==> config.mk <==
export PLATFORM = sky130hd
export DESIGN_NAME = divisor_sequencial
export DESIGN_NICKNAME = d
export VERILOG_FILES = /design/src/rtl/divisor_sequencial.sv
export SDC_FILE = /design/constraint.sdc
export NUM_CORES = 1
export LEC_CHECK = 0
export BUFFER_PORTS_ARGS = -buffer_cell sky130_fd_sc_hd__buf_2
export CAP_MARGIN = 15
export CORE_AREA = 2 2 73 75
export DETAILED_ROUTE_END_ITERATION = 7
export DIE_AREA = 0 0 75 77
export MAX_ROUTING_LAYER = met4
export PLACE_DENSITY = 0.7
export SLEW_MARGIN = 20
export SYNTH_ARGS = -nofsm -noshare
export SYNTH_HDL_FRONTEND = slang
export SYNTH_SLANG_ARGS = --single-unit
==> constraint.sdc <==
create_clock -name clk -period 3.25 [get_ports clk]
set_input_delay 0.325 -clock clk [delete_from_list [all_inputs] [get_ports clk]]
set_output_delay 0.325 -clock clk [all_outputs]
set_load 0.005 [all_outputs]
==> src/rtl/divisor_sequencial.sv <==
// Multi-cycle unsigned restoring divider: one quotient bit per clock, start/busy/done handshake.
// Divide-by-zero short-circuits to q = all ones, r = a with div_zero flagged one cycle after acceptance.
module divisor_sequencial #(
    parameter int WIDTH = 8
) (
    input  logic             clk,
    input  logic             rst,
    input  logic             start,
    input  logic [WIDTH-1:0] a,
    input  logic [WIDTH-1:0] b,
    output logic             busy,
    output logic             done,
    output logic [WIDTH-1:0] q,
    output logic [WIDTH-1:0] r,
    output logic             div_zero
);

    localparam int CW = (WIDTH > 2) ? $clog2(WIDTH) : 1;

    typedef enum logic {
        IDLE,
        CALC
    } state_t;

    state_t            state_reg, state_next;
    logic [WIDTH-1:0]  dvd_reg;
    logic [WIDTH-1:0]  div_reg;
    logic [WIDTH-1:0]  rem_reg;
    logic [CW-1:0]     cnt_reg;
    logic [WIDTH-1:0]  q_reg;
    logic [WIDTH-1:0]  r_reg;
    logic              dz_reg;
    logic              done_reg;
    logic              dz_pend_reg;

    logic              accept;
    logic              last_iter;
    logic [WIDTH-1:0]  rem_shift;
    logic [WIDTH:0]    trial;
    logic [WIDTH-1:0]  rem_next;
    logic [WIDTH-1:0]  dvd_next;

    assign accept    = start && (state_reg == IDLE);
    assign last_iter = (state_reg == CALC) && (cnt_reg == CW'(WIDTH - 1));

    // The dividend register doubles as the quotient register: each shift
    // pushes a dividend bit out of the MSB and a quotient bit into the LSB.
    assign rem_shift = {rem_reg[WIDTH-2:0], dvd_reg[WIDTH-1]};
    assign trial     = {1'b0, rem_shift} - {1'b0, div_reg};
    assign rem_next  = trial[WIDTH] ? rem_shift : trial[WIDTH-1:0];
    assign dvd_next  = {dvd_reg[WIDTH-2:0], ~trial[WIDTH]};

    always_ff @(posedge clk or posedge rst) begin
        if (rst) begin
            state_reg <= IDLE;
        end else begin
            state_reg <= state_next;
        end
    end

    always_comb begin
        state_next = state_reg;
        case (state_reg)
            IDLE: if (start && (b != '0)) state_next = CALC;
            CALC: if (last_iter)          state_next = IDLE;
            default:                      state_next = IDLE;
        endcase
    end

    always_ff @(posedge clk or posedge rst) begin
        if (rst) begin
            dvd_reg     <= '0;
            div_reg     <= '0;
            rem_reg     <= '0;
            cnt_reg     <= '0;
            q_reg       <= '0;
            r_reg       <= '0;
            dz_reg      <= 1'b0;
            done_reg    <= 1'b0;
            dz_pend_reg <= 1'b0;
        end else begin
            done_reg    <= 1'b0;
            dz_pend_reg <= 1'b0;
            if (accept) begin
                dvd_reg     <= a;
                div_reg     <= b;
                rem_reg     <= '0;
                cnt_reg     <= '0;
                dz_pend_reg <= (b == '0);
            end else if (state_reg == CALC) begin
                dvd_reg <= dvd_next;
                rem_reg <= rem_next;
                cnt_reg <= cnt_reg + CW'(1);
                if (last_iter) begin
                    q_reg    <= dvd_next;
                    r_reg    <= rem_next;
                    dz_reg   <= 1'b0;
                    done_reg <= 1'b1;
                end
            end
            // dvd_reg still holds the zero-divisor operation's dividend here,
            // even if a new operation is being accepted on this same edge.
            if (dz_pend_reg) begin
                q_reg    <= '1;
                r_reg    <= dvd_reg;
                dz_reg   <= 1'b1;
                done_reg <= 1'b1;
            end
        end
    end

    assign busy     = (state_reg == CALC);
    assign done     = done_reg;
    assign q        = q_reg;
    assign r        = r_reg;
    assign div_zero = dz_reg;

endmodule

==> out/qor.txt <==
status - completed
Post-Syn Area - 0.00243 mm^2
Synth top cells by count - dfrtp_1, nand2_1, o21ai_0
total grt overflow - 0
Tmin final - 2.70 ns
Startpoint Class - register
area growth from synthesis to layout - 14.2%
Tot GR Track Use - 20.3%
ANT nets after route - 0
cell taking the most area after synthesis - dfrtp_1
critical path required time - 3.45 ns
Max clock buf depth - 2
Clock Sinks - 46
ys async rst share - 100%
clock power share - 14.2%
initial antenna violation count - 0
top-count cell post-synth - dfrtp_1
count of final hold-check violations - 0
post-synthesis register bit count - 46
I/O Buffers - 37
Slew Limit Headroom - 35.9%
P per Cell Area - 1060 mW/mm^2
diode count - 0
part of the power in registers - 33.9%
starting density of the core - 48.8%
Yosys top cell area share - 47.3%
PostCTS Resize Cnt - 0
Total Nets Final - 307
Min Hold Slack - 0.239 ns
Final Max Tran Viols - 0
DP HPWL - 3450 um
largest net degree at the start of global routing - 47
TNS Setup - 0 ns
Worst Skew - 0.00775 ns
RePlAce Congestion - 0.846
die area - 0.00578 mm^2
syn_nets - 275
Clk Latency, worst-skew pair - 0.30 ns
TritonCTS buffer count - 5
Iter 0 DRT Violations - 167
RSZ-0062 raised after global routing - false
total design power - 2940 uW
first-pass GRT wire length - 8890 um
worst slew pin tran - 0.960 ns
clock transition at the registers of the reported paths - 0.09 ns
Die Width - 75 um
Die Y - 77 um
WL/cell - 14.5 um
Comb power frac - 51.9%
htree depth - 2
Setup-failing EPs final - 0
CTS tree - built
crit-path max FO - 10
Pleak - 0.00145 uW
Hold Path Class - input pin to async pin
fin util - 55.8%
Switching Share - 39.1%
clk root buf - clkbuf_8
CP Capture Type - register
post-synthesis sequential area ratio - 47.3%
Netlist cell types - 42
Max Freq - 0.370 GHz
I/O pin total - 38
DRT Pass-1 Iters - 4
Synth Area per Inst - 9.96 um^2
dominant synthesized flop cell - dfrtp_1
Synth warnings - 0
max cap viols - 0
period utilization - 83.2%
hold_buf cts - 0
core area - 0.00498 mm^2
EDFF count, synth - 0
Max VDD drop - 0.519 mV
number of global-route vias before repair - 1,835
post-CTS setup buffer count - 0
DR vias - 1,832
fraction of layout cells with a size suffix above 1 - 20.9%
Post-Syn Instances - 244
WL final - 5020 um
# rows - 26
via density per instance - 5.28
Internal - 1790 uW
DR DRC count - 0
crit path DAT - 2.91 ns
largest cells by area after synthesis - dfrtp_1, ha_1, nand2_1
Psw - 1150 uW
crit path kind - register to register
## per-stage QoR
stage          instance area (um^2)  std cells  setup slack (ns)
2_1_floorplan                  2430        244             0.910
3_3_place_gp                   2670        339             0.632
3_5_place_dp                   2670        339             0.580
4_1_cts                        2780        347             0.558
5_1_grt                        2780        347             0.401
6_report                       2780        347             0.545
## placed cells by master, fill, tap and decap left out, drive strengths merged, types with 6 or more instances in the layout
cell type	synthesis	final
dfrtp	46	46
nand2b	7	7
o21ai	25	25
and3	7	7
ha	11	11
nand2	35	35
a211o	9	9
buf	3	41
clkbuf	13	7
nor2	7	7
a21o	6	6
a21oi	6	6
inv	11	11
nor2b	6	6
mux2i	13	13
## path summary, 6_finish.rpt
path	startpoint	slack [ns]	to	depth (start not counted)
worst max-delay path	dvd_reg[7]	0.55	r[0]	10
worst min-delay path	rst	0.24	q[7]	2
worst max register to register	dvd_reg[7]	0.55	r[0]	10
worst min register to register	div_zero	0.48	div_zero	1
max in group asynchronous	rst	2.41	dvd_reg[0]	2
min in group clk	b[5]	0.24	div_reg[5]	3
## kinds of logic after synthesis
group | count (synthesis) | synth area share, %
and+or+nand+nor | 71 | 14.2
buffers and inverters | 27 | 4.32
adders and majority gates | 12 | 6.48
muxes | 18 | 7.82
AOI/OAI and AO/OA | 65 | 18.0
DFF | 46 | 47.3
xor gates and xnor gates | 5 | 1.80
## layer usage
| layer | global-route usage (%) | up-vias | part of all wire, % |
|---|---|---|---|
| li1 | - | 924 | - |
| met1 | 29.1 | 872 | 50 |
| met2 | 29.9 | 29 | 46 |
| met3 | 3.42 | 7 | 2.8 |
| met4 | 5.18 | 0 | 1.3 |
| met5 | - | - | 0 |
## final cells by class
class	count	area, um^2
Clock inverter	1	30.0
Timing Repair Buffer	41	215
Multi-Input combinational cell	171	1170
Sequential cell	46	1150
Tap cell	70	87.6
Fill cell	440	2200
Inverter	11	41.3
Clock buffer	7	76.3
## critical path: stages, from the launching register on
cell      delay, ns
dfrtp_1        0.41
inv_1          0.10
ha_1           0.15
inv_1          0.04
fa_1           0.40
a21o_2         0.22
a21oi_2        0.17
o31a_1         0.42
buf_4          0.22
mux2_2         0.35
o221ai_1       0.14
## power by group through the flow
stage          Sequential (uW)  Combinational [uW]  Clock [uW]
6_report                   997                1530         418
5_1_grt                   1030                1740         447
4_1_cts                    996                1530         422
3_5_place_dp              1010                1520           0
3_3_place_gp              1010                1500           0
2_1_floorplan              967                1170           0
No activity file was read; power rests on OpenSTA's default activity.
